## config.mk

```make
export PLATFORM = sky130hd
export DESIGN_NAME = hamming_rx_ctrl_flat
export DESIGN_NICKNAME = d
export VERILOG_FILES = /design/src/rtl/hamming_rx_ctrl_pkg.sv /design/src/rtl/hamming_rx_ctrl_if.sv /design/src/rtl/hamming_rx_ctrl_receptor.sv /design/src/rtl/hamming_rx_ctrl.sv /design/src/flat_wrapper.sv
export SDC_FILE = /design/constraint.sdc
export NUM_CORES = 1
export LEC_CHECK = 0
export ABC_AREA = 0
export BUFFER_PORTS_ARGS = -buffer_cell sky130_fd_sc_hd__buf_2
export CAP_MARGIN = 40
export CORE_UTILIZATION = 54
export DETAILED_ROUTE_END_ITERATION = 8
export GPL_TIMING_DRIVEN = 0
export PLACE_DENSITY_LB_ADDON = 0.15
export SYNTH_ARGS = -nofsm -noshare
export SYNTH_HDL_FRONTEND = slang
export SYNTH_SLANG_ARGS = --single-unit
```

## constraint.sdc

```tcl
create_clock -name i_clk -period 2.57 [get_ports i_clk]
set_input_delay 0.3855 -clock i_clk [delete_from_list [all_inputs] [get_ports i_clk]]
set_output_delay 0.3855 -clock i_clk [all_outputs]
set_load 0.05 [all_outputs]
```

## src/rtl/hamming_rx_ctrl_pkg.sv

```systemverilog
// Shared constants, state encoding and syndrome helper
// for the serial Hamming(7,4) receive controller.
package hamming_rx_ctrl_pkg;

    localparam int CW_LEN   = 7;
    localparam int DATA_LEN = 4;

    typedef enum logic [1:0] {
        IDLE  = 2'd0,
        SHIFT = 2'd1,
        DONE  = 2'd2
    } state_t;

    function automatic logic [2:0] syndrome(input logic [CW_LEN-1:0] m);
        return {m[3] ^ m[4] ^ m[5] ^ m[6],
                m[1] ^ m[2] ^ m[5] ^ m[6],
                m[0] ^ m[2] ^ m[4] ^ m[6]};
    endfunction

endpackage

```

## src/rtl/hamming_rx_ctrl_if.sv

```systemverilog
// Serial codeword input and decoded-nibble output bundle
// between a bit source (master) and the controller (slave).
interface hamming_rx_ctrl_if;
    import hamming_rx_ctrl_pkg::*;

    logic                start;
    logic                in_bit;
    logic                in_valid;
    logic [DATA_LEN-1:0] d_out;
    logic                d_valid;
    logic                err_flag;
    logic                busy;

    modport master (
        output start, in_bit, in_valid,
        input  d_out, d_valid, err_flag, busy
    );

    modport slave (
        input  start, in_bit, in_valid,
        output d_out, d_valid, err_flag, busy
    );

endinterface

```

## src/rtl/hamming_rx_ctrl_receptor.sv

```systemverilog
// Combinational Hamming(7,4) decoder: single-bit correction
// of the data nibble {m6,m5,m4,m2}.
module hamming_receptor
    import hamming_rx_ctrl_pkg::*;
(
    input  logic [CW_LEN-1:0]   m_in,
    output logic [DATA_LEN-1:0] d_out
);

    logic [2:0] w_syn;

    always_comb begin
        w_syn = syndrome(m_in);
        d_out = {m_in[6], m_in[5], m_in[4], m_in[2]};
        // Syndromes 001/010/100 point at check bits: data stays as is.
        case (w_syn)
            3'b111:  d_out[3] = ~m_in[6];
            3'b110:  d_out[2] = ~m_in[5];
            3'b101:  d_out[1] = ~m_in[4];
            3'b011:  d_out[0] = ~m_in[2];
            default: ;
        endcase
    end

endmodule

```

## src/rtl/hamming_rx_ctrl.sv

```systemverilog
// Serial Hamming(7,4) receive controller: collects a 7-bit
// codeword MSB first, corrects it and counts erroneous frames.
module hamming_rx_ctrl
    import hamming_rx_ctrl_pkg::*;
#(
    parameter int CNT_W = 8
) (
    input  logic             i_clk,
    input  logic             i_rst,
    input  logic             i_clr_cnt,
    output logic [CNT_W-1:0] o_err_count,
    hamming_rx_ctrl_if.slave bus
);

    state_t              r_state;
    state_t              w_state_nxt;
    logic [2:0]          r_cnt;
    logic [CW_LEN-1:0]   r_sr;
    logic [DATA_LEN-1:0] r_d_out;
    logic                r_err_flag;
    logic [CNT_W-1:0]    r_err_cnt;

    logic                w_accept;
    logic                w_abort;
    logic                w_last;
    logic [CW_LEN-1:0]   w_sr_nxt;
    logic [DATA_LEN-1:0] w_data;
    logic [2:0]          w_syn;

    assign w_abort  = (r_state == SHIFT) && bus.start;
    assign w_accept = (r_state == SHIFT) && bus.in_valid && !bus.start;
    assign w_last   = w_accept && (r_cnt == 3'(CW_LEN - 1));
    assign w_sr_nxt = {r_sr[CW_LEN-2:0], bus.in_bit};
    assign w_syn    = syndrome(w_sr_nxt);

    // Decode the completed word on the accepting edge so that d_out
    // is already valid during the DONE cycle alongside d_valid.
    hamming_receptor u_dec (
        .m_in  (w_sr_nxt),
        .d_out (w_data)
    );

    always_ff @(posedge i_clk) begin
        if (i_rst) r_state <= IDLE;
        else       r_state <= w_state_nxt;
    end

    always_comb begin
        w_state_nxt = r_state;
        unique case (r_state)
            IDLE:    if (bus.start) w_state_nxt = SHIFT;
            SHIFT:   if (w_last)    w_state_nxt = DONE;
            DONE:    w_state_nxt = IDLE;
            default: w_state_nxt = IDLE;
        endcase
    end

    always_comb begin
        bus.busy    = (r_state != IDLE);
        bus.d_valid = (r_state == DONE);
    end

    always_ff @(posedge i_clk) begin
        if (i_rst) begin
            r_cnt      <= '0;
            r_sr       <= '0;
            r_d_out    <= '0;
            r_err_flag <= 1'b0;
        end else if ((r_state == IDLE && bus.start) || w_abort) begin
            r_cnt <= '0;
            r_sr  <= '0;
        end else if (w_accept) begin
            r_cnt <= r_cnt + 3'd1;
            r_sr  <= w_sr_nxt;
            if (w_last) begin
                r_d_out    <= w_data;
                r_err_flag <= |w_syn;
            end
        end
    end

    always_ff @(posedge i_clk) begin
        if (i_rst || i_clr_cnt) begin
            r_err_cnt <= '0;
        end else if (r_state == DONE && r_err_flag &&
                     r_err_cnt != {CNT_W{1'b1}}) begin
            r_err_cnt <= r_err_cnt + 1'b1;
        end
    end

    assign bus.d_out    = r_d_out;
    assign bus.err_flag = r_err_flag;
    assign o_err_count  = r_err_cnt;

endmodule

```

## src/flat_wrapper.sv

```systemverilog
// flat-port wrapper written by rule: the top's interface ports become plain ports
module hamming_rx_ctrl_flat import hamming_rx_ctrl_pkg::*;
#(
    parameter int CNT_W = 8
)
  (i_clk, i_rst, i_clr_cnt, o_err_count, bus_start, bus_in_bit, bus_in_valid, bus_d_out, bus_d_valid, bus_err_flag, bus_busy);
  hamming_rx_ctrl_if bus_i ();
  input  logic i_clk;
  input  logic i_rst;
  input  logic i_clr_cnt;
  output logic [CNT_W-1:0] o_err_count;
  input wire logic [$bits(bus_i.start)-1:0] bus_start;
  input wire logic [$bits(bus_i.in_bit)-1:0] bus_in_bit;
  input wire logic [$bits(bus_i.in_valid)-1:0] bus_in_valid;
  output wire logic [$bits(bus_i.d_out)-1:0] bus_d_out;
  output wire logic [$bits(bus_i.d_valid)-1:0] bus_d_valid;
  output wire logic [$bits(bus_i.err_flag)-1:0] bus_err_flag;
  output wire logic [$bits(bus_i.busy)-1:0] bus_busy;
  assign bus_i.start = bus_start;
  assign bus_i.in_bit = bus_in_bit;
  assign bus_i.in_valid = bus_in_valid;
  assign bus_d_out = bus_i.d_out;
  assign bus_d_valid = bus_i.d_valid;
  assign bus_err_flag = bus_i.err_flag;
  assign bus_busy = bus_i.busy;
  hamming_rx_ctrl #(.CNT_W(CNT_W)) u_core (.i_clk(i_clk), .i_rst(i_rst), .i_clr_cnt(i_clr_cnt), .o_err_count(o_err_count), .bus(bus_i));
endmodule
```

=== Word level (Yosys, flattened, before mapping) ===
Cells that the tools add are included.

* Register bits: 24
* Bits of input ports: 6

* Add/subtract/negate cells: 2
* Equality and inequality tests: 10
* Multiplexer cells: 7
* Bitwise gates (word level): 14
* Reductions and logical operators: 16

{| class="wikitable"
|+ Operators by type and width
! operator !! count
|-
| $eq A3 B3 Y1 const B || 4
|-
| $xor A1 B1 Y1 || 9
|-
| $add A8 B1 Y8 const B || 1
|-
| $ne A8 B8 Y1 const B || 1
|-
| $logic_and A1 B1 Y1 || 7
|-
| $not A1 Y1 || 5
|-
| $mux W1 || 4
|-
| $mux W2 || 2
|-
| $pmux W2 S2 || 1
|-
| $add A3 B1 Y3 const B || 1
|-
| $eq A3 B2 Y1 const B || 1
|-
| $reduce_and A3 Y1 || 1
|-
| $reduce_or A3 Y1 || 1
|-
| $eq A2 B1 Y1 const B || 1
|-
| $eq A2 B2 Y1 const B || 1
|-
| $logic_not A2 Y1 || 1
|-
| $logic_or A1 B1 Y1 || 2
|-
| $ne A2 B1 Y1 const B || 1
|-
| $ne A2 B2 Y1 const B || 1
|-
| $reduce_and A2 Y1 || 1
|-
| $reduce_bool A2 Y1 || 1
|-
| $reduce_or A2 Y1 || 1
|-
| $logic_not A1 Y1 || 1
|}

=== Logic depth before layout (Yosys ltp) ===
* Word-level depth: 6
* Gate-level depth with buffers: 6
* Mapped depth without buffers: 5

=== Cells and area by module ===
A second synthesis with hierarchy kept.

* Cell total of the unflattened synthesis: 195
* Area total of the unflattened synthesis: 1,594.0 sq um

{| class="wikitable"
|+ Modules (own cells, without submodules)
! module !! times used !! cells an instance !! area each (sq um) !! seq. area each (sq um)
|-
| hamming_rx_ctrl || 1 || 119 || 1,099.8 || 480.5
|-
| hamming_receptor || 1 || 76 || 494.2 || 0.0
|}

=== Worst setup path after synthesis ===
No wires, ideal clock.

* Path type: flip-flop to flip-flop
* From: register u_core.r_err_cnt[0], in the netlist u_core.o_err_count[0]
* To: register u_core.r_err_cnt[5], in the netlist u_core.o_err_count[5]
* Arrival time: 1.852 ns
* Required time: 2.500 ns
* Setup slack: 0.648 ns
* Stages on the path, launching flop included: 6
* Path buffers: 0
* Clock period less this slack: 1.922 ns
* Path through: dfxtp_1 ha_1 and3_1 a21o_1 or4_1 a21oi_1

* Word-level cells in the longest chain between the ends: 2
* Elaborated cells on any way between the ends: 3

{| class="wikitable"
|+ Ends and longest elaborated chain
! element !! line !! source
|-
| start, declared || hamming_rx_ctrl.sv:21 || <nowiki>logic [CNT_W-1:0] r_err_cnt;</nowiki>
|-
| start signal, assigned || hamming_rx_ctrl.sv:87 || <nowiki>r_err_cnt <= r_err_cnt + 1'b1;</nowiki>
|-
| branches (longest 2 deep; another with $add A8 B1 Y8) || - ||
|}

Parallel ways; which one is timed is not known.
A chain may end at the register's enable or synchronous reset.

=== Worst setup path after layout ===
* From: register u_core.r_sr[4]
* To: register u_core.r_d_out[0], in the netlist u_core.bus.d_out[0]

* Word-level cells in the longest chain between the ends: 4
* Elaborated cells on any way between the ends: 6

{| class="wikitable"
|+ Ends and longest elaborated chain
! element !! line !! source
|-
| start, declared || hamming_rx_ctrl.sv:18 || <nowiki>logic [CW_LEN-1:0] r_sr;</nowiki>
|-
| start signal, assigned || hamming_rx_ctrl.sv:74 || <nowiki>r_sr <= w_sr_nxt;</nowiki>
|-
| $xor A1 B1 Y1 (on tied branches) (2 in a row) || hamming_rx_ctrl_pkg.sv:16, hamming_rx_ctrl_pkg.sv:15 ||
|-
| $eq A3 B2 Y1 * || hamming_rx_ctrl_receptor.sv:16 || <nowiki>case (w_syn)</nowiki>
|-
| $mux W1 * || hamming_rx_ctrl_receptor.sv:16 ||
|-
| end signal, assigned || hamming_rx_ctrl.sv:76 || <nowiki>r_d_out <= w_data;</nowiki>
|-
| end, declared || hamming_rx_ctrl.sv:19 || <nowiki>logic [DATA_LEN-1:0] r_d_out;</nowiki>
|}

Mark *: on every way between the ends. The rest lies on a longest branch, timed or not.

==> tab_implementation.tex <==
\begin{tabular}{lr}
\hline
Metric & Value \\
\hline
\multicolumn{2}{l}{\textbf{CTS}} \\
Maximum number of buffers from clock root to sink & 2 \\
Hold buffers post-CTS & 0 \\
Clock root cell & sky130\_fd\_sc\_hd\_\_clkbuf\_4 \\
CTS HTree Levels & 1 \\
Setup Fix Bufs, Post-CTS & 0 \\
Sink count of the clock tree & 24 \\
Latest clock arrival within the worst-skew pair & 320 ps \\
Total clock buffers created by CTS & 3 \\
CTS tree & yes \\
Post-CTS sizing & 0 \\
Clock-pin slew on the worst setup and hold paths & 120 ps \\
\multicolumn{2}{l}{\textbf{Floorplanning}} \\
Core region area & 2002 um2 \\
Number of top-level pins & 21 \\
Die boundary width & 48.75 um \\
Floorplan row count & 16 \\
Die Y-Extent & 48.75 um \\
Initial Utilization & 0.5894 \\
Die area & approximately 2400 um2 \\
\multicolumn{2}{l}{\textbf{Synthesis}} \\
Part of the Yosys area used for sequential elements & 0.4072 \\
Synthesized netlist net count & 137 \\
Post-synth top area cell & sky130\_fd\_sc\_hd\_\_dfxtp\_1 \\
Number of distinct library cells after synthesis & 30 \\
Share of synthesized flip-flops with an asynchronous set or reset & 0 \\
Post-Synthesis Cells & roughly 130 \\
Count of warnings emitted by yosys & 0 \\
Average instance area after synthesis & 9.218 um2 \\
Primary FF master, synth & sky130\_fd\_sc\_hd\_\_dfxtp\_1 \\
Number of flops mapped to enable cells by yosys & 0 \\
Most frequent cells after synthesis & 24 x sky130\_fd\_sc\_hd\_\_dfxtp\_1, 23 x sky130\_fd\_sc\_hd\_\_nor2\_1, 13 x sky130\_fd\_sc\_hd\_\_xnor2\_1 \\
Top-area cell type share of the netlist area & 0.4072 \\
Top area cells in the synthesized netlist & sky130\_fd\_sc\_hd\_\_dfxtp\_1 41\%, sky130\_fd\_sc\_hd\_\_xnor2\_1 9.7\%, sky130\_fd\_sc\_hd\_\_nor2\_1 7.3\% \\
Post-synth design cell area & 1180 um2 \\
Most repeated cell in the gate-level netlist after synthesis & sky130\_fd\_sc\_hd\_\_dfxtp\_1 \\
Number of storage elements in the synthesis netlist & 24 \\
\multicolumn{2}{l}{\textbf{Final layout}} \\
Antenna Cells & 0 \\
Count of fill cells added during filler insertion & 169 \\
Area occupied by multi-input gates & 655.6 um2 \\
Storage element area & 480.5 um2 \\
Layout net count & 161 \\
Layout cell share with drive strength beyond 1 & 0.1921 \\
Synthesis-to-finish area growth & 14.00\% \\
Count of placed standard cells in the final layout, fillers left out & $\sim$180 \\
Final core utilization & 0.6719 \\
\multicolumn{2}{l}{\textbf{Place}} \\
DP Wirelength & 1559 um \\
Number of instances in the placed design & 174 \\
Port buffer count & 19 \\
Final GP Congestion & 0.7622 \\
\multicolumn{2}{l}{\textbf{Detailed routing}} \\
Detail Route Antenna Nets & 0 \\
DRC marker count from the first detailed-route iteration & 12 \\
Count of TritonRoute iterations in the first routing pass & 4 \\
DR vias & around 960 \\
DRC viols & 0 \\
Final routed wire length divided by cell count & between 10 and 15 um \\
Via/cell ratio & roughly 5.4 \\
Total wire length after detailed routing & 2067 um \\
\multicolumn{2}{l}{\textbf{Global route}} \\
Pin count of the biggest net entering global routing & 14 \\
Via count of the first global-routing pass & 854 \\
Total gr overflow & 0 \\
First-pass GRT wire length & 3539 um \\
Number of antenna violations at the first check in global routing & 0 \\
Global-route total usage across every layer & 0.1915 \\
\multicolumn{2}{l}{\textbf{Timing}} \\
Total count of max-transition violations in the final report & 0 \\
Achievable frequency & a little over 500 MHz \\
Final Cycle Share & 0.7726 \\
Hold Vio Cnt, Final & 0 \\
Setup repair after global routing missed its margin & no \\
Normalized max-slew margin & 0.6126 \\
Final critical-path required period & 1986 ps \\
Setup Viol. Count Final & 0 \\
Maximum clock skew at final layout & 4.082 ps \\
Pin slew with the least headroom to its limit & 581.1 ps \\
Final TNS setup & 0 ps \\
\multicolumn{2}{l}{\textbf{Worst setup path}} \\
Crit path from & u\_core.r\_sr[4]\$\_SDFFE\_PP0P\_ \\
Setup crit end kind & flop \\
CP Launch Type & flop \\
Worst Reg2Reg Path Length in Cells & 4 \\
Arrival time of the worst setup path & 2220 ps \\
Data required time at the worst endpoint & $\sim$2800 ps \\
Capture instance of the worst register-to-register path & u\_core.bus.d\_out[0]\$\_SDFFE\_PP0P\_ \\
Worst setup path endpoint & u\_core.bus.d\_out[0]\$\_SDFFE\_PP0P\_ \\
Worst reg2reg path startpoint & u\_core.r\_sr[4]\$\_SDFFE\_PP0P\_ \\
Slack of the worst reg-to-reg path & between 500 and 600 ps \\
Critical path class & flop to flop \\
Crit Path Max Fanout & 6 \\
\multicolumn{2}{l}{\textbf{Pwr}} \\
Power density over the cells & 448.8 nW/um2 \\
Total power & a little over 600 uW \\
Leakage power summed over all cells & $\sim$0.0005 uW \\
VDD IR-drop max & 324.2 uV \\
\multicolumn{2}{l}{\textbf{Hold path}} \\
Worst min path class & primary input to flop \\
Worst min-delay path startpoint & bus\_in\_bit \\
\multicolumn{2}{l}{\textbf{Job}} \\
Count of maximum capacitance violations & 0 \\
\multicolumn{2}{l}{\textbf{Run status}} \\
Status & completed \\
\hline
\end{tabular}
## per-stage QoR
stage / hold WS [ps] / cell area, um2 / worst slack [ps]
CTS: 325.6 / 1345 / 568.8
floorplan: 471.1 / 1180 / 648.1
finish: 331.0 / 1345 / 584.4
detailed placement: 483.5 / 1309 / 606.9
global route: 345.4 / 1345 / 471.9
global placement: 466.2 / 1309 / 645.0
## worst min-delay path by stage
stage	to	slack [ps]	depth (start not counted)
3_3_place_gp	u_core.o_err_count[5]$_SDFFE_PP0P_	470	2
3_5_place_dp	u_core.o_err_count[7]$_SDFFE_PP0P_	480	2
5_1_grt	u_core.r_state[0]$_SDFFE_PP0P_	350	3
6_report	u_core.r_sr[0]$_SDFFE_PP0P_	330	3
2_1_floorplan	u_core.r_cnt[2]$_SDFFE_PP0P_	470	2
4_1_cts	u_core.r_sr[0]$_SDFFE_PP0P_	330	3
## cell usage in the layout (no fill, tap or decap)
cell and count:
sky130_fd_sc_hd__inv_1 3, sky130_fd_sc_hd__nor4b_1 1, sky130_fd_sc_hd__clkbuf_8 1, sky130_fd_sc_hd__o21ai_0 1
sky130_fd_sc_hd__buf_1 2, sky130_fd_sc_hd__nand3_1 3, sky130_fd_sc_hd__and3_1 3, sky130_fd_sc_hd__xor2_1 4
sky130_fd_sc_hd__nand2_1 3, sky130_fd_sc_hd__clkbuf_1 4, sky130_fd_sc_hd__or3_2 1, sky130_fd_sc_hd__dfxtp_1 24
sky130_fd_sc_hd__nor4bb_1 1, sky130_fd_sc_hd__buf_2 20, sky130_fd_sc_hd__nor4_1 1, sky130_fd_sc_hd__a21oi_1 2
sky130_fd_sc_hd__ha_1 3, sky130_fd_sc_hd__nor3_1 1, sky130_fd_sc_hd__clkbuf_2 1, sky130_fd_sc_hd__clkbuf_4 3
sky130_fd_sc_hd__xnor3_2 1, sky130_fd_sc_hd__nand3b_1 1, sky130_fd_sc_hd__or2_2 2, sky130_fd_sc_hd__xnor2_1 13
sky130_fd_sc_hd__or4_1 5, sky130_fd_sc_hd__a311oi_1 4, sky130_fd_sc_hd__nor2_1 23, sky130_fd_sc_hd__a21o_1 2
sky130_fd_sc_hd__o31ai_1 5, sky130_fd_sc_hd__a211oi_1 5, sky130_fd_sc_hd__mux2i_1 7, sky130_fd_sc_hd__and4_1 1
## power breakdown
group	switching, uW	internal [uW]
Combinational	19.4	12.2
Sequential	1.91	374
Clock	110	86.7
## area by class of cell
class,count,share of cell area
buffer,8,0.02419
clock buffer,4,0.02698
inverter,3,0.008372
multi-input combinational,93,0.4874
sequential,24,0.3572
tap,27,0.02512
timing repair buffer,19,0.07070
## worst max-delay path, cell delays in order (launching register included)
cell                       delay (ps)
sky130_fd_sc_hd__dfxtp_1          460
sky130_fd_sc_hd__xnor3_2          500
sky130_fd_sc_hd__xnor2_1          180
sky130_fd_sc_hd__or4_1            500
sky130_fd_sc_hd__a311oi_1         270
## routing by layer
| layer | vias up | track usage | wire length [um] |
|---|---|---|---|
| met3 | 4 | 0.04088 | 84 |
| met1 | 442 | 0.2343 | 1016 |
| met4 | 0 | 0.08824 | 25 |
| met2 | 17 | 0.3194 | 940 |
| met5 | - | 0 | 0 |
| li1 | 500 | - | - |
## state kept, by name, summed over array words and instances, names as in the netlist
register	flops
u_core.r_state	2
u_core.o_err_count	8
u_core.r_sr	6
u_core.bus.d_out	4
u_core.r_cnt	3
u_core.bus.err_flag	1
## cell families (layout without fill, tap and decap cells)
logic type      after synthesis  count (layout)  share of synthesized area
compound gates               19              19                     0.1188
buf+inv                      11              34                    0.03711
simple gates                 46              46                     0.1994
mux                           7               7                    0.05939
fa+ha+maj                     3               3                    0.03182
flops                        24              24                     0.4072
xor+xnor                     18              18                     0.1463
No activity file was read; power rests on OpenSTA's default activity.
